`src/rtl/axi3_rd_arbiter_2to1.sv`:
```
// Two-master to one-slave AXI3 read arbiter: one burst at a time, R beats routed to the owner,
// with rid/length checking. Define AXI3_RD_ARB_FIXED_PRIO_EN for fixed m1-first priority.
module axi3_rd_arbiter_2to1 #(
    parameter  int ADDR_WIDTH = 32,
    parameter  int DATA_WIDTH = 64,
    parameter  int ID_WIDTH   = 4,
    localparam int ARI_W      = ID_WIDTH + ADDR_WIDTH + 18,
    localparam int RI_W       = ID_WIDTH + DATA_WIDTH + 2
) (
    input  logic             aclk,
    input  logic             aresetn,
    input  logic             arvalid_m1,
    input  logic             arvalid_m2,
    input  logic [ARI_W-1:0] arinfo_m1,
    input  logic [ARI_W-1:0] arinfo_m2,
    output logic             arready_m1,
    output logic             arready_m2,
    output logic             rvalid_m1,
    output logic             rvalid_m2,
    output logic             rlast_m1,
    output logic             rlast_m2,
    output logic [RI_W-1:0]  rinfo_m1,
    output logic [RI_W-1:0]  rinfo_m2,
    input  logic             rready_m1,
    input  logic             rready_m2,
    output logic             arvalid_s1,
    output logic [ARI_W-1:0] arinfo_s1,
    input  logic             arready_s1,
    input  logic             rvalid_s1,
    input  logic             rlast_s1,
    input  logic [RI_W-1:0]  rinfo_s1,
    output logic             rready_s1,
    output logic             owner,
    output logic             busy,
    output logic             rid_err,
    output logic             len_err
);

    typedef enum logic [1:0] {IDLE, ADDR, DATA} state_t;

    state_t              r_state;
    state_t              w_next;
    logic                r_owner;
    logic [ID_WIDTH-1:0] r_arid_q;
    logic [3:0]          r_arlen_q;
    logic [4:0]          r_beat_cnt;
    logic                r_rid_err;
    logic                r_len_err;

    logic                w_req_any;
    logic                w_pick_m2;
    logic                w_arvalid_sel;
    logic [ARI_W-1:0]    w_arinfo_sel;
    logic                w_rready_sel;
    logic                w_ar_hs;
    logic                w_r_hs;
    logic [ID_WIDTH-1:0] w_rid;
    logic                w_len_ok;

    assign w_req_any     = arvalid_m1 | arvalid_m2;
    assign w_arvalid_sel = r_owner ? arvalid_m2 : arvalid_m1;
    assign w_arinfo_sel  = r_owner ? arinfo_m2  : arinfo_m1;
    assign w_rready_sel  = r_owner ? rready_m2  : rready_m1;
    assign w_ar_hs       = (r_state == ADDR) & w_arvalid_sel & arready_s1;
    assign w_r_hs        = (r_state == DATA) & rvalid_s1 & w_rready_sel;
    assign w_rid         = rinfo_s1[RI_W-1 -: ID_WIDTH];
    assign w_len_ok      = (({1'b0, r_beat_cnt}) + 6'd1) == (({2'b00, r_arlen_q}) + 6'd1);

`ifdef AXI3_RD_ARB_FIXED_PRIO_EN
    assign w_pick_m2 = arvalid_m2 & ~arvalid_m1;
`else
    logic r_last_grant;

    // On a tie, the master that was not granted last time wins.
    assign w_pick_m2 = arvalid_m2 & (~arvalid_m1 | ~r_last_grant);

    always_ff @(posedge aclk or negedge aresetn) begin
        if (!aresetn) begin
            r_last_grant <= 1'b1;
        end else if (w_ar_hs) begin
            r_last_grant <= r_owner;
        end
    end
`endif

    always_ff @(posedge aclk or negedge aresetn) begin
        if (!aresetn) begin
            r_state <= IDLE;
        end else begin
            r_state <= w_next;
        end
    end

    always_comb begin
        w_next     = r_state;
        arvalid_s1 = 1'b0;
        arinfo_s1  = '0;
        arready_m1 = 1'b0;
        arready_m2 = 1'b0;
        rready_s1  = 1'b0;
        rvalid_m1  = 1'b0;
        rvalid_m2  = 1'b0;
        rlast_m1   = 1'b0;
        rlast_m2   = 1'b0;
        rinfo_m1   = '0;
        rinfo_m2   = '0;
        case (r_state)
            IDLE: begin
                if (w_req_any) begin
                    w_next = ADDR;
                end
            end
            ADDR: begin
                arvalid_s1 = w_arvalid_sel;
                arinfo_s1  = w_arinfo_sel;
                arready_m1 = ~r_owner & arready_s1;
                arready_m2 = r_owner & arready_s1;
                if (w_ar_hs) begin
                    w_next = DATA;
                end
            end
            DATA: begin
                rready_s1 = w_rready_sel;
                if (r_owner) begin
                    rvalid_m2 = rvalid_s1;
                    rlast_m2  = rlast_s1;
                    rinfo_m2  = rinfo_s1;
                end else begin
                    rvalid_m1 = rvalid_s1;
                    rlast_m1  = rlast_s1;
                    rinfo_m1  = rinfo_s1;
                end
                if (w_r_hs && rlast_s1) begin
                    w_next = IDLE;
                end
            end
            default: w_next = IDLE;
        endcase
    end

    // Grant, burst bookkeeping and registered one-cycle error pulses.
    always_ff @(posedge aclk or negedge aresetn) begin
        if (!aresetn) begin
            r_owner    <= 1'b0;
            r_arid_q   <= '0;
            r_arlen_q  <= '0;
            r_beat_cnt <= '0;
            r_rid_err  <= 1'b0;
            r_len_err  <= 1'b0;
        end else begin
            r_rid_err <= w_r_hs & (w_rid != r_arid_q);
            r_len_err <= w_r_hs & rlast_s1 & ~w_len_ok;
            if ((r_state == IDLE) && w_req_any) begin
                r_owner <= w_pick_m2;
            end
            if (w_ar_hs) begin
                r_arid_q   <= w_arinfo_sel[ARI_W-1 -: ID_WIDTH];
                r_arlen_q  <= w_arinfo_sel[17:14];
                r_beat_cnt <= '0;
            end else if (w_r_hs && (r_beat_cnt != 5'd31)) begin
                r_beat_cnt <= r_beat_cnt + 5'd1;
            end
        end
    end

    assign owner   = r_owner;
    assign busy    = (r_state != IDLE);
    assign rid_err = r_rid_err;
    assign len_err = r_len_err;

endmodule
```
`config.mk`:
```
export PLATFORM = sky130hd
export DESIGN_NAME = axi3_rd_arbiter_2to1
export DESIGN_NICKNAME = d
export VERILOG_FILES = /design/src/rtl/axi3_rd_arbiter_2to1.sv
export SDC_FILE = /design/constraint.sdc
export NUM_CORES = 1
export LEC_CHECK = 0
export CORE_AREA = 2 2 153 155
export CTS_CLUSTER_DIAMETER = 60
export DETAILED_ROUTE_END_ITERATION = 8
export DIE_AREA = 0 0 155 157
export GPL_TIMING_DRIVEN = 0
export PLACE_DENSITY = 0.46
export SYNTH_ARGS = -nofsm -noshare
export SYNTH_HDL_FRONTEND = slang
export SYNTH_SLANG_ARGS = --single-unit
```
`constraint.sdc`:
```
create_clock -name aclk -period 4.5 [get_ports aclk]
set_input_delay 0.9 -clock aclk [delete_from_list [all_inputs] [get_ports aclk]]
set_output_delay 0.9 -clock aclk [all_outputs]
set_load 0.02 [all_outputs]
```
# [After elaboration in Yosys (flattened, before gate mapping)]
# Index checks and enable logic that the tools add are counted.
# Widths: inputs -> output; s select.
[op_classes] n_addsub=3 multipliers=0 div=0 n_lt_le_gt_ge=0 eq_ne=8 shifts=0 muxes=26 n_bitwise=16 n_reduce_logical=7
[ops] cell="$mux 70" count=4
[ops] cell="$mux 54" count=2
[ops] cell="$mux 1" count=14
[ops] cell="$and 1x1->1" count=10
[ops] cell="$mux 5" count=2
[ops] cell="$add 5x1->6 const B" count=1
[ops] cell="$eq 6x5->1" count=1
[ops] cell="$mux 2" count=3
[ops] cell="$pmux 2 s3" count=1
[ops] cell="$add 4x1->5 const B" count=1
[ops] cell="$add 5x1->5 const B" count=1
[ops] cell="$ne 5x5->1 const B" count=1
[ops] cell="$ne 2x2->1 const B" count=2
[ops] cell="$ne 4x4->1" count=1
[ops] cell="$not 1->1" count=4
[ops] cell="$reduce_bool 2->1" count=2
[ops] cell="$logic_and 1x1->1" count=3
[ops] cell="$reduce_and 3->1" count=1
[ops] cell="$eq 2x1->1 const B" count=1
[ops] cell="$eq 2x2->1 const B" count=1
[ops] cell="$logic_not 2->1" count=1
[ops] cell="$ne 2x1->1 const B" count=1
[ops] cell="$or 1x1->1" count=2
[totals] ff_bits=19 latchBits=0 ram_bits=0 rom_bits=0 inputBits=187 output_inout_bits=206 elab_cells=68 mem_count=0

# [Depth between registers and ports, before layout]
# Gate-level depths: netlist of the first run.
[logic_depth] depth_word=6 mapped_depth=7 ltp_nobuf=6

# [Worst setup path before layout of the first run]
# No wires, ideal clock.
[synth_path] path_kind="reg2out" from="register r_owner (netlist: owner)" to="output port rinfo_m2[39]" arrival_ns=1.533 required_time_ns=3.600 slack_ns=2.067 stages_incl_launch_ff=5 n_path_buf=3 cell_sequence="dfrtp_1 buf_4 clkbuf_1 clkbuf_1 and3_1"
[synth_via] elab_chain_len=2
[synth_rtl] item="from (decl)" line="43" source="logic r_owner;"
[synth_rtl] item="from (signal assigned)" line="154" source="r_owner <= w_pick_m2;"
[synth_rtl] item="$mux 70" line="124" source="if (r_owner) begin"
[synth_rtl] item="$mux 70" line="107" source="case (r_state)"
[synth_rtl] item="to (decl)" line="23" source="output logic [RI_W-1:0] rinfo_m2,"
# No other way between the ends.

# [Final worst setup path of the first run]
[layout_path] from="register r_state[1]" to="output port rinfo_m1[0]"
[layout_via] elab_chain_len=2
[layout_rtl] item="from (decl)" line="41" source="state_t r_state;"
[layout_rtl] item="from (signal assigned)" line="90" source="r_state <= w_next;"
[layout_rtl] item="$eq 2x2->1" line="107"
[layout_rtl] item="$mux 70" line="107"
[layout_rtl] item="to (decl)" line="22" source="output logic [RI_W-1:0] rinfo_m1,"
# No other way between the ends.

==> load_flow_metrics.sql, run 1 <==
INSERT INTO impl_metrics (metric_group, metric, value, unit) VALUES
('run_status', 'status', 'finished, final reports clean', ''),
('critical_path', 'critical_path.most_common_cell', 'sky130_fd_sc_hd__clkbuf_1', ''),
('power_and_ir_drop', 'irDropWorstVdd', '0.264', 'mV'),
('floorplan', 'overall_die_area', '24300', 'um2'),
('timing', 'rsz_0062_raised_after_global_routing', 'no', ''),
('timing', 'final_min_period_over_clock_period', '83.7', '%'),
('floorplan', 'top_level_ports', '393', ''),
('synth', 'post_synth_num_cell_types', '28', ''),
('critical_path', 'critPathLaunchType', 'register', ''),
('routing', 'met1Wirelength', '7540', 'um'),
('critical_path', 'critical_path.cell_chain', 'nor2b_1, buf_2, clkbuf_1, clkbuf_1, and3_1, clkdlybuf4s50_1', ''),
('floorplan', 'fp.coreArea', '22500', 'um2'),
('synth', 'postSynthCellCount', '400', ''),
('grt', 'number_of_antenna_violations_at_the_first_check_in_global_routing', '0', ''),
('synth', 'synthesized_area_fraction_occupied_by_and_or_nand_nor_cells', '45.6', '%'),
('clock_tree', 'clkSinkCount', '19', ''),
('clock_tree', 'postCtsHoldBufs', '0', ''),
('synth', 'async_flop_share', '100', '%'),
('synth', 'syn_area_per_cell', '7.02', 'um2'),
('timing', 'tns', '0', 'ns'),
('routing', 'number_of_drc_markers_in_iteration_0', '170', ''),
('clock_tree', 'h-tree-depth', '1', ''),
('clock_tree', 'cts_buffers', '3', ''),
('timing', 'fin_crit', '3.77', 'ns'),
('timing', 'max_freq', '265', 'MHz'),
('timing', 'slew_limit_fails', '0', ''),
('power_and_ir_drop', 'fin_total_pwr', '3.32', 'mW'),
('timing', 'timing_worst_slew_pin_value', '0.942', 'ns'),
('layout', 'final_layout_size_suffix_gt1_share', '1.76', '%'),
('synth', 'synth.ff_latch_count', '19', ''),
('grt', 'via_count_of_the_first_global_routing_pass', '4518', ''),
('synth', 'muxShareOfSynthArea', '20.3', '%'),
('power_and_ir_drop', 'power_leakage', '3.33', 'nW'),
('routing', 'detailroute.wirelength.met3', '1680', 'um'),
('place', 'gp_routability_congestion', '0.758', ''),
('clock_tree', 'worst_setup_hold_path_clk_slew', '0.06', 'ns'),
('routing', 'met2_wirelength', '10400', 'um'),
('synth', 'synth_xor_area_share', '3.74', '%'),
('power_and_ir_drop', 'cellPowerDensity', '463', 'nW/um2'),
('critical_path', 'worstPathRequired', '3.60', 'ns'),
('critical_path', 'crit_fanout', '10', ''),
('clock_tree', 'clock-root-buffer', 'sky130_fd_sc_hd__clkbuf_16', ''),
('routing', 'route.detailed.wl_per_inst', '18.2', 'um'),
('synth', 'dominant_combinational_cell_family_by_area_after_synthesis', 'simple AND/OR/NAND/NOR gates', ''),
('routing', 'routed_wl', '19700', 'um'),
('clock_tree', 'cts_tree', 'yes', ''),
('critical_path', 'critPathMaxStageDelay', '0.61', 'ns'),
('layout', 'layout.cells.most_common', 'sky130_fd_sc_hd__clkdlybuf4s50_1', ''),
('layout', 'final_nets', '987', ''),
('synth', 'adder_cell_share_of_the_synthesized_area', '1.34', '%'),
('synth', 'synth.yosys.seq_area_share', '17.0', '%'),
('clock_tree', 'cts.repair_timing.setup_buffer_count', '0', ''),
('critical_path', 'end_kind', 'primary output', ''),
('clock_tree', 'clockBufferDepth', '2', ''),
('timing', 'finClkSkew', '0.00464', 'ns'),
('floorplan', 'chipHeight', '157', 'um'),
('clock_tree', 'insertion_delay', '0.25', 'ns'),
('place', 'buffer_ports.inserted', '392', ''),
('routing', 'vias', '4433', ''),
('critical_path', 'crit_family', 'buffers and inverters', ''),
('grt', 'grt_start_max_net_pins', '20', ''),
('synth', 'number_of_enable_flip_flop_cells_after_synthesis', '0', ''),
('critical_path', 'category_of_the_most_critical_setup_path', 'register to primary output', ''),
('grt', 'grt_overflow', '0', ''),
('routing', 'top_layer_used', 'met4', ''),
('run', 'number_of_maximum_capacitance_constraint_violations', '0', ''),
('layout', 'most-common-layout-cells', 'sky130_fd_sc_hd__clkdlybuf4s50_1, sky130_fd_sc_hd__and3_1, sky130_fd_sc_hd__nor2_1', ''),
('critical_path', 'cp_data_arrival_time', '2.87', 'ns'),
('synth', 'synth_warnings', '0', ''),
('critical_path', 'worstPathBufferInverterCount', '4', ''),
('floorplan', 'chipWidth', '155', 'um');
==> report_power, final <==
| group | internal, mW | switching (mW) | total (mW) |
|---|---|---|---|
| logic | 1.24 | 1.59 | 2.84 |
| registers | 0.236 | 0.0550 | 0.291 |
| clock network | 0.119 | 0.0678 | 0.187 |
| total | 1.60 | 1.72 | 3.32 |
==> final timing paths <==
kind	from	end	slack, ns	cells past startpoint
setup / recovery	r_state[1]$_DFFE_PN0P_	rinfo_m1[0]	0.73	6
hold / removal	r_last_grant$_DFFE_PN1P_	r_last_grant$_DFFE_PN1P_	0.48	2
setup reg to reg	r_beat_cnt[0]$_DFFE_PN0P_	r_beat_cnt[2]$_DFFE_PN0P_	2.30	7
hold reg to reg	r_last_grant$_DFFE_PN1P_	r_last_grant$_DFFE_PN1P_	0.48	2
max in group asynchronous	aresetn	r_beat_cnt[0]$_DFFE_PN0P_	2.75	1
min in group asynchronous	aresetn	owner$_DFFE_PN0P_	1.17	1
==> kinds of logic after synthesis <==
kind of cell | after synthesis
and+or+nand+nor | 234
muxes | 57
buffers and inverters | 52
AOI/OAI and AO/OA | 23
DFF | 19
xor gates and xnor gates | 12
adders and majority gates | 3
==> tightest hold or removal path: stages, from the launching register on <==
cell                      delay, ns
sky130_fd_sc_hd__dfstp_2       0.36
sky130_fd_sc_hd__nand2_1       0.04
sky130_fd_sc_hd__o21ai_0       0.07
==> state kept, by name, indices dropped and copies added (netlist names) <==
name          count
r_beat_cnt        5
r_arid_q          4
r_arlen_q         4
r_state           2
len_err           1
owner             1
r_last_grant      1
rid_err           1
==> through the flow <==
stage          cells  hold WS, ns
2_1_floorplan    400        0.457
3_3_place_gp    1077        0.476
3_5_place_dp    1077        0.477
4_1_cts         1081        0.485
5_1_grt         1081        0.499
6_report        1082        0.479
==> Yosys cell counts (all sizes together) (2+ instances only) <==
| cell | n | area, um2 |
|---|---|---|
| and3 | 145 | 907 |
| nor2 | 60 | 225 |
| mux2i | 57 | 571 |
| clkbuf | 37 | 139 |
| dfrtp | 18 | 450 |
| o21ai | 15 | 75.1 |
| nand2 | 12 | 45.0 |
| buf | 11 | 53.8 |
| xnor2 | 10 | 87.6 |
| nand3 | 9 | 45.0 |
| inv | 4 | 15.0 |
| ha | 3 | 37.5 |
| nand2b | 3 | 18.8 |
| a21o | 2 | 15.0 |
| a31oi | 2 | 12.5 |
| xor2 | 2 | 17.5 |
==> metal layers <==
layer | vias up | GRT usage (%)
li1 | 2198 | -
met3 | 4 | 3.55
met5 | - | 0
met1 | 1989 | 16.7
met4 | 0 | 1.72
met2 | 242 | 29.7
==> final cells by class <==
type                       instances  area (um2)  area share [%]
timing repair buffer             392        3920            54.7
clock inverter                     1        5.00          0.0698
sequential                        19         477            6.65
clock buffer                       3        75.1            1.05
tap                              285         357            4.97
inverter                           4        15.0           0.209
multi-input combinational        329        2120            29.6
antenna                            1        2.50          0.0349
buffer                            48         193            2.69
No activity file was read; power rests on OpenSTA's default activity.
==> run 2: changes to the inputs <==
--- a/config.mk
+++ b/config.mk
@@ -5,12 +5,12 @@
 export SDC_FILE = /design/constraint.sdc
 export NUM_CORES = 1
 export LEC_CHECK = 0
-export CORE_AREA = 2 2 153 155
+export CORE_AREA = 2 2 155 157
 export CTS_CLUSTER_DIAMETER = 60
 export DETAILED_ROUTE_END_ITERATION = 8
-export DIE_AREA = 0 0 155 157
+export DIE_AREA = 0 0 157 159
 export GPL_TIMING_DRIVEN = 0
-export PLACE_DENSITY = 0.46
+export PLACE_DENSITY = 0.45
 export SYNTH_ARGS = -nofsm -noshare
 export SYNTH_HDL_FRONTEND = slang
 export SYNTH_SLANG_ARGS = --single-unit
==> constraint.sdc (replaced) <==
create_clock -name aclk -period 3.8 [get_ports aclk]
set_input_delay 0.76 -clock aclk [delete_from_list [all_inputs] [get_ports aclk]]
set_output_delay 0.76 -clock aclk [all_outputs]
set_load 0.02 [all_outputs]
==> run 2 against run 1 <==
Against the previous run: core utilization down 0.79 points; clock power up 19%; non-clock buffer count down 1; count of clock-buffer cells in the layout unchanged; critical path depth down 1; flip-flop and latch count unchanged.
==> load_flow_metrics.sql, run 2 (same netlist as run 1, synthesis figures left out) <==
INSERT INTO impl_metrics (metric_group, metric, value, unit) VALUES
('place', 'buffer_ports.inserted', '392', ''),
('layout', 'max_flop_register', 'r_beat_cnt', ''),
('clock_tree', 'clkSinkCount', '19', ''),
('timing', 'max_freq', '290', 'MHz'),
('layout', 'final_layout_size_suffix_gt1_share', '1.76', '%'),
('run_status', 'status', 'finished, final reports clean', ''),
('critical_path', 'critPathLaunchType', 'register', ''),
('timing', 'hold_violations_final', '0', ''),
('routing', 'detail-route-antenna-nets', '0', ''),
('power_and_ir_drop', 'fin_total_pwr', '3.91', 'mW'),
('power_and_ir_drop', 'power.share.clock', '5.7', '%'),
('place', 'gp_routability_congestion', '0.761', ''),
('layout', 'most-common-layout-cells', 'sky130_fd_sc_hd__clkdlybuf4s50_1, sky130_fd_sc_hd__and3_1, sky130_fd_sc_hd__nor2_1', ''),
('grt', 'number_of_antenna_violations_at_the_first_check_in_global_routing', '0', ''),
('timing', 'rsz_0062_raised_after_global_routing', 'no', ''),
('grt', 'grt_start_max_net_pins', '20', ''),
('critical_path', 'category_of_the_most_critical_setup_path', 'register to primary output', ''),
('timing', 'final_min_period_over_clock_period', '90.7', '%'),
('timing', 'layout_setup_ws', '0.355', 'ns'),
('grt', 'global_route_wire_length_before_repair', '28500', 'um'),
('timing', 'slew_limit_fails', '0', ''),
('power_and_ir_drop', 'cellPowerDensity', '543', 'nW/um2'),
('power_and_ir_drop', 'power_leakage', '3.33', 'nW'),
('clock_tree', 'ctsResizeCount', '0', ''),
('hold_path', 'hp-class', 'register to register', ''),
('clock_tree', 'cts.repair_timing.setup_buffer_count', '0', ''),
('critical_path', 'critical_path.most_common_cell', 'sky130_fd_sc_hd__clkbuf_1', ''),
('critical_path', 'cp_data_arrival_time', '2.69', 'ns'),
('power_and_ir_drop', 'switching_share', '51.6', '%'),
('critical_path', 'worst_path_max_delay_cell', 'sky130_fd_sc_hd__clkdlybuf4s50_1', ''),
('layout', 'diodes', '0', ''),
('floorplan', 'chipWidth', '157', 'um'),
('floorplan', 'overall_die_area', '25000', 'um2'),
('clock_tree', 'clock-root-buffer', 'sky130_fd_sc_hd__clkbuf_16', ''),
('clock_tree', 'cts_buffers', '3', ''),
('critical_path', 'critPathMaxStageDelay', '0.68', 'ns'),
('power_and_ir_drop', 'internal-power', '1.89', 'mW'),
('clock_tree', 'insertion_delay', '0.25', 'ns'),
('grt', 'grt_overflow', '0', ''),
('layout', 'leading_registers_by_flop_count', 'r_beat_cnt (5), r_arid_q (4), r_arlen_q (4)', ''),
('layout', 'layout.cells.most_common', 'sky130_fd_sc_hd__clkdlybuf4s50_1', ''),
('timing', 'fin_crit', '3.45', 'ns'),
('timing', 'slew_headroom', '34.3', '%'),
('clock_tree', 'worst_setup_hold_path_clk_slew', '0.06', 'ns'),
('routing', 'route.detailed.wl_per_inst', '17.8', 'um'),
('timing', 'tns', '0', 'ns'),
('critical_path', 'worstPathBufferInverterCount', '4', ''),
('timing', 'timing_worst_slew_pin_value', '0.982', 'ns'),
('routing', 'routed_wl', '19900', 'um'),
('floorplan', 'top_level_ports', '393', ''),
('critical_path', 'crit_family', 'buffers and inverters', ''),
('critical_path', 'critical_path.cell_chain', 'buf_4, clkbuf_1, clkbuf_1, and3_1, clkdlybuf4s50_1', ''),
('critical_path', 'end_kind', 'primary output', ''),
('floorplan', 'chipHeight', '159', 'um'),
('timing', 'setup-violations-final', '0', ''),
('clock_tree', 'clockBufferDepth', '2', ''),
('layout', 'largest_reg_flops', '5', ''),
('layout', 'area_growth', '157', '%'),
('power_and_ir_drop', 'irDropWorstVdd', '0.269', 'mV'),
('run', 'number_of_maximum_capacitance_constraint_violations', '0', ''),
('clock_tree', 'cts_tree', 'yes', ''),
('layout', 'final_nets', '986', ''),
('routing', 'firstDrtPassIters', '4', ''),
('grt', 'grt_usage', '15.0', '%'),
('floorplan', 'fp.coreArea', '23200', 'um2'),
('routing', 'drt_drc_violations_left', '0', ''),
('routing', 'vias', '4436', ''),
('floorplan', 'row_count', '56', ''),
('place', 'dp.final_hpwl', '17400', 'um'),
('clock_tree', 'h-tree-depth', '1', ''),
('place', 'placement.cell_area', '7130', 'um2'),
('routing', 'number_of_drc_markers_in_iteration_0', '131', ''),
('floorplan', 'floorplan.initialDensity', '12.1', '%'),
('layout', 'final_cell_area', '7210', 'um2'),
('grt', 'via_count_of_the_first_global_routing_pass', '4554', ''),
('timing', 'finClkSkew', '0.00181', 'ns'),
('power_and_ir_drop', 'share_seq_of_total_power', '8.9', '%'),
('routing', 'detail_routed_via_count_per_cell', '3.98', ''),
('power_and_ir_drop', 'sw_pwr', '2.02', 'mW'),
('power_and_ir_drop', 'power.share.combinational', '85.4', '%'),
('critical_path', 'crit_fanout', '10', ''),
('place', 'preCtsSetupSlack', '0.447', 'ns'),
('critical_path', 'worstPathRequired', '3.04', 'ns'),
('clock_tree', 'postCtsHoldBufs', '0', '');
==> run 2: area by class of cell <==
class	instances	area (um2)
fill	2542	16000
multi-input combinational	329	2120
sequential	19	477
clock buffer	3	75.1
clock inverter	1	5.00
inverter	4	15.0
tap	319	399
buffer	47	189
timing repair buffer	392	3920
==> run 2: power by group through the flow <==
stage	combinational (mW)	sequential, mW	clock [mW]
6_report	3.34	0.349	0.222
5_1_grt	3.63	0.361	0.239
2_1_floorplan	1.77	0.342	0
3_5_place_dp	3.43	0.352	0
3_3_place_gp	3.43	0.351	0
4_1_cts	3.44	0.350	0.230
==> run 2: worst min-delay path: stages (launching register included) <==
cell,delay [ns]
sky130_fd_sc_hd__dfstp_2,0.37
sky130_fd_sc_hd__nand2_1,0.04
sky130_fd_sc_hd__o21ai_0,0.07
==> run 2: worst paths after layout <==
check / start / endpoint / slack (ns) / depth (start not counted)
max: owner$_DFFE_PN0P_ / rinfo_m2[65] / 0.35 / 5
min: r_last_grant$_DFFE_PN1P_ / r_last_grant$_DFFE_PN1P_ / 0.49 / 2
max reg2reg: r_beat_cnt[0]$_DFFE_PN0P_ / r_beat_cnt[2]$_DFFE_PN0P_ / 1.52 / 7
min reg2reg: r_last_grant$_DFFE_PN1P_ / r_last_grant$_DFFE_PN1P_ / 0.49 / 2
max in group asynchronous: aresetn / r_arid_q[2]$_DFFE_PN0P_ / 2.15 / 1
min in group asynchronous: aresetn / owner$_DFFE_PN0P_ / 1.05 / 1
==> run 2: stage by stage <==
step	hold slack, ns	instances	util (%)
after global routing	0.519	1114	31.1
final	0.490	1114	31.1
after detailed placement	0.487	1111	30.7
after floorplan	0.457	400	-
after global placement	0.477	1111	30.7
after CTS	0.495	1115	31.1
==> run 2: routing by layer <==
layer	vias up	global-route usage, %	wire (um)
li1	2196	-	-
met1	1984	16.3	7520
met2	246	29.6	10500
met3	10	3.32	1670
met4	0	1.92	167
met5	-	0	0
==> run 3: changes to the inputs <==
--- a/config.mk
+++ b/config.mk
@@ -5,12 +5,13 @@
 export SDC_FILE = /design/constraint.sdc
 export NUM_CORES = 1
 export LEC_CHECK = 0
-export CORE_AREA = 2 2 155 157
+export ABC_AREA = 1
+export CORE_AREA = 2 2 151 153
 export CTS_CLUSTER_DIAMETER = 60
 export DETAILED_ROUTE_END_ITERATION = 8
-export DIE_AREA = 0 0 157 159
+export DIE_AREA = 0 0 153 155
 export GPL_TIMING_DRIVEN = 0
-export PLACE_DENSITY = 0.45
+export PLACE_DENSITY = 0.47
 export SYNTH_ARGS = -nofsm -noshare
 export SYNTH_HDL_FRONTEND = slang
 export SYNTH_SLANG_ARGS = --single-unit
==> run 3 against run 2 <==
Against the previous run: critical path depth increased by 1; clock power decreased by 2%; clock skew increased by 0.0030 ns; synthesized cell count increased by 39%; worst setup slack improved by 0.38 ns; critical path type unchanged.
==> load_flow_metrics.sql, run 3 <==
INSERT INTO impl_metrics (metric_group, metric, value, unit) VALUES
('run_status', 'status', 'finished, final reports clean', ''),
('critical_path', 'category_of_the_most_critical_setup_path', 'register to primary output', ''),
('run', 'number_of_maximum_capacitance_constraint_violations', '0', ''),
('floorplan', 'floorplan.initialDensity', '12.8', '%'),
('synth', 'netlist_area', '2840', 'um2'),
('synth', 'synth.yosys.seq_area_share', '16.8', '%'),
('routing', 'detail-route-antenna-nets', '0', ''),
('layout', 'diodes', '0', ''),
('layout', 'layout.cells.most_common', 'sky130_fd_sc_hd__clkdlybuf4s50_1', ''),
('floorplan', 'overall_die_area', '23700', 'um2'),
('power_and_ir_drop', 'share_seq_of_total_power', '9.4', '%'),
('timing', 'max_freq', '326', 'MHz'),
('routing', 'route.detailed.wl_per_inst', '16.1', 'um'),
('clock_tree', 'cts_tree', 'yes', ''),
('synth', 'postSynthCellCount', '554', ''),
('layout', 'most-common-layout-cells', 'sky130_fd_sc_hd__clkdlybuf4s50_1, sky130_fd_sc_hd__nor2_1, sky130_fd_sc_hd__nand2_1', ''),
('layout', 'final_cell_area', '7190', 'um2'),
('routing', 'number_of_drc_markers_in_iteration_0', '226', ''),
('place', 'dp.final_hpwl', '17600', 'um'),
('routing', 'drt_drc_violations_left', '0', ''),
('clock_tree', 'clockBufferDepth', '2', ''),
('synth', 'post_synth_num_cell_types', '31', ''),
('power_and_ir_drop', 'irDropWorstVdd', '0.247', 'mV'),
('layout', 'final_util', '32.4', '%'),
('power_and_ir_drop', 'internal-power', '1.76', 'mW'),
('clock_tree', 'h-tree-depth', '1', ''),
('critical_path', 'worstPathRequired', '3.04', 'ns'),
('timing', 'slew_limit_fails', '0', ''),
('floorplan', 'row_count', '55', ''),
('timing', 'finClkSkew', '0.00478', 'ns'),
('timing', 'final_min_period_over_clock_period', '80.6', '%'),
('clock_tree', 'clkSinkCount', '19', ''),
('place', 'buffer_ports.inserted', '392', ''),
('layout', 'fill_cells', '2506', ''),
('synth', 'synthTopCellsByCount', 'sky130_fd_sc_hd__nor2_1, sky130_fd_sc_hd__nand2_1, sky130_fd_sc_hd__inv_1', ''),
('critical_path', 'critPathLaunchType', 'register', ''),
('critical_path', 'end_kind', 'primary output', ''),
('clock_tree', 'cts_buffers', '3', ''),
('synth', 'syn_area_per_cell', '5.12', 'um2'),
('synth', 'yosysMostFrequentCell', 'sky130_fd_sc_hd__nor2_1', ''),
('clock_tree', 'worst_setup_hold_path_clk_slew', '0.05', 'ns'),
('hold_path', 'hp-class', 'register to register', ''),
('critical_path', 'cp_data_arrival_time', '2.30', 'ns'),
('grt', 'groute.layer.met2.usage', '29.6', '%'),
('timing', 'tns', '0', 'ns'),
('floorplan', 'fp.coreArea', '22200', 'um2'),
('synth', 'synth.top_cell.area_share', '21.4', '%'),
('clock_tree', 'cts.repair_timing.setup_buffer_count', '0', ''),
('synth', 'syn_nets', '744', ''),
('power_and_ir_drop', 'sw_pwr', '1.93', 'mW'),
('clock_tree', 'ctsResizeCount', '0', ''),
('synth', 'synth.ff_latch_count', '19', ''),
('layout', 'final_nets', '1141', ''),
('power_and_ir_drop', 'fin_total_pwr', '3.69', 'mW'),
('routing', 'detail_routed_via_count_per_cell', '3.80', ''),
('timing', 'timing_worst_slew_pin_value', '0.901', 'ns'),
('timing', 'rsz_0062_raised_after_global_routing', 'no', ''),
('synth', 'synth_largest_area_cell', 'sky130_fd_sc_hd__nor2_1', ''),
('grt', 'via_count_of_the_first_global_routing_pass', '4627', ''),
('timing', 'slew_headroom', '39.8', '%'),
('grt', 'grt_overflow', '0', ''),
('layout', 'final_layout_size_suffix_gt1_share', '5.89', '%'),
('grt', 'met1_usage_grt', '19.3', '%'),
('layout', 'leading_registers_by_flop_count', 'r_beat_cnt (5), r_arid_q (4), r_arlen_q (4)', ''),
('synth', 'async_flop_share', '100', '%'),
('floorplan', 'top_level_ports', '393', ''),
('grt', 'grt_usage', '15.7', '%'),
('clock_tree', 'insertion_delay', '0.25', 'ns'),
('synth', 'synth_top_cells_by_area', 'sky130_fd_sc_hd__nor2_1, sky130_fd_sc_hd__nand2_1, sky130_fd_sc_hd__dfrtp_1', ''),
('routing', 'vias', '4697', ''),
('critical_path', 'crit_fanout', '10', ''),
('routing', 'firstDrtPassIters', '4', ''),
('power_and_ir_drop', 'power.share.combinational', '84.7', '%'),
('clock_tree', 'postCtsHoldBufs', '0', ''),
('synth', 'number_of_enable_flip_flop_cells_after_synthesis', '0', ''),
('power_and_ir_drop', 'power.share.clock', '5.9', '%'),
('grt', 'grt_start_max_net_pins', '20', ''),
('floorplan', 'chipWidth', '153', 'um'),
('place', 'gp_routability_congestion', '0.792', ''),
('clock_tree', 'clock-root-buffer', 'sky130_fd_sc_hd__clkbuf_16', ''),
('grt', 'use_met3', '2.59', '%'),
('timing', 'setup-violations-final', '0', ''),
('routing', 'routed_wl', '19900', 'um'),
('floorplan', 'chipHeight', '155', 'um'),
('grt', 'number_of_antenna_violations_at_the_first_check_in_global_routing', '1', ''),
('layout', 'area_growth', '154', '%'),
('layout', 'largest_reg_flops', '5', ''),
('grt', 'global_route_wire_length_before_repair', '29100', 'um'),
('power_and_ir_drop', 'switching_share', '52.4', '%'),
('synth', 'yosys_most_used_dff', 'sky130_fd_sc_hd__dfrtp_1', ''),
('grt', 'global_route_hottest_layer', 'met2', ''),
('power_and_ir_drop', 'cellPowerDensity', '513', 'nW/um2'),
('power_and_ir_drop', 'power_leakage', '3.23', 'nW'),
('place', 'placement.cell_area', '7120', 'um2'),
('timing', 'hold_violations_final', '0', ''),
('timing', 'fin_worst_hold_slack', '0.481', 'ns'),
('layout', 'max_flop_register', 'r_beat_cnt', ''),
('synth', 'synth_warnings', '0', ''),
('timing', 'fin_crit', '3.06', 'ns');
==> run 3: changes by cell type after synthesis, moves of 8 or more <==
cell	before	now
sky130_fd_sc_hd__o21ai_2	0	9
sky130_fd_sc_hd__nor2_1	60	162
sky130_fd_sc_hd__a21oi_1	1	48
sky130_fd_sc_hd__mux2i_1	57	8
sky130_fd_sc_hd__xnor2_1	10	2
sky130_fd_sc_hd__clkbuf_1	37	4
sky130_fd_sc_hd__buf_2	7	25
sky130_fd_sc_hd__o21ai_0	15	2
sky130_fd_sc_hd__inv_1	4	91
sky130_fd_sc_hd__nand2_1	12	142
sky130_fd_sc_hd__and3_1	145	0
==> run 3: cell type report <==
type	instances	area, um2	share of cell area, %
flip-flops and latches	19	477	6.63
clock buffers	4	78.8	1.10
repair buffers	392	3920	54.5
multi-input cells	407	1820	25.3
inverters	94	355	4.94
well taps	285	357	4.96
plain buffers	34	185	2.57
==> run 3: worst paths after layout <==
path / start / to / slack (ns) / cells past startpoint
max reg2reg: r_beat_cnt[0]$_DFFE_PN0P_ / len_err$_DFF_PN0_ / 2.06 / 8
max: owner$_DFFE_PN0P_ / arinfo_s1[7] / 0.74 / 6
min in group asynchronous: aresetn / len_err$_DFF_PN0_ / 1.02 / 1
max in group asynchronous: aresetn / r_state[1]$_DFFE_PN0P_ / 2.22 / 1
min: r_last_grant$_DFFE_PN1P_ / r_last_grant$_DFFE_PN1P_ / 0.48 / 2
min reg2reg: r_last_grant$_DFFE_PN1P_ / r_last_grant$_DFFE_PN1P_ / 0.48 / 2
==> run 3: power groups by stage <==
stage | registers [mW] | clock network [mW] | logic [mW]
global placement | 0.348 | 0 | 3.18
floorplan | 0.339 | 0 | 1.64
global route | 0.360 | 0.234 | 3.40
detailed placement | 0.349 | 0 | 3.17
finish | 0.347 | 0.217 | 3.13
CTS | 0.347 | 0.223 | 3.18
==> run 3: layer usage <==
metal  part of all wire (%)  vias to the layer above  wire length [um]
met5                      0                        -                 0
met3                    6.1                        8              1210
met2                     52                      217             10300
li1                       -                     2431                 -
met4                   0.73                        0               145
met1                     42                     2041              8270
==> run 3: kinds of logic (layout without fill, tap and decap cells) <==
group | Yosys count | after routing | share of synthesized area (%)
DFF | 19 | 19 | 16.8
xor gates and xnor gates | 4 | 4 | 1.24
adders and majority gates | 3 | 3 | 1.32
buffers and inverters | 128 | 524 | 19.1
AOI/OAI and AO/OA | 63 | 63 | 12.9
and+or+nand+nor | 329 | 329 | 45.9
muxes | 8 | 8 | 2.82
==> run 3: through the flow <==
step           setup slack [ns]  instances
2_1_floorplan              1.55        554
3_3_place_gp              0.819       1231
3_5_place_dp              0.816       1231
4_1_cts                   0.638       1235
5_1_grt                   0.526       1235
6_report                  0.736       1235
==> run 3: critical path: stages, from the launching register on <==
cell,delay [ns]
sky130_fd_sc_hd__dfrtp_1,0.36
sky130_fd_sc_hd__buf_4,0.16
sky130_fd_sc_hd__buf_4,0.24
sky130_fd_sc_hd__buf_2,0.29
sky130_fd_sc_hd__nand2_1,0.08
sky130_fd_sc_hd__a21oi_1,0.24
sky130_fd_sc_hd__clkdlybuf4s50_1,0.67
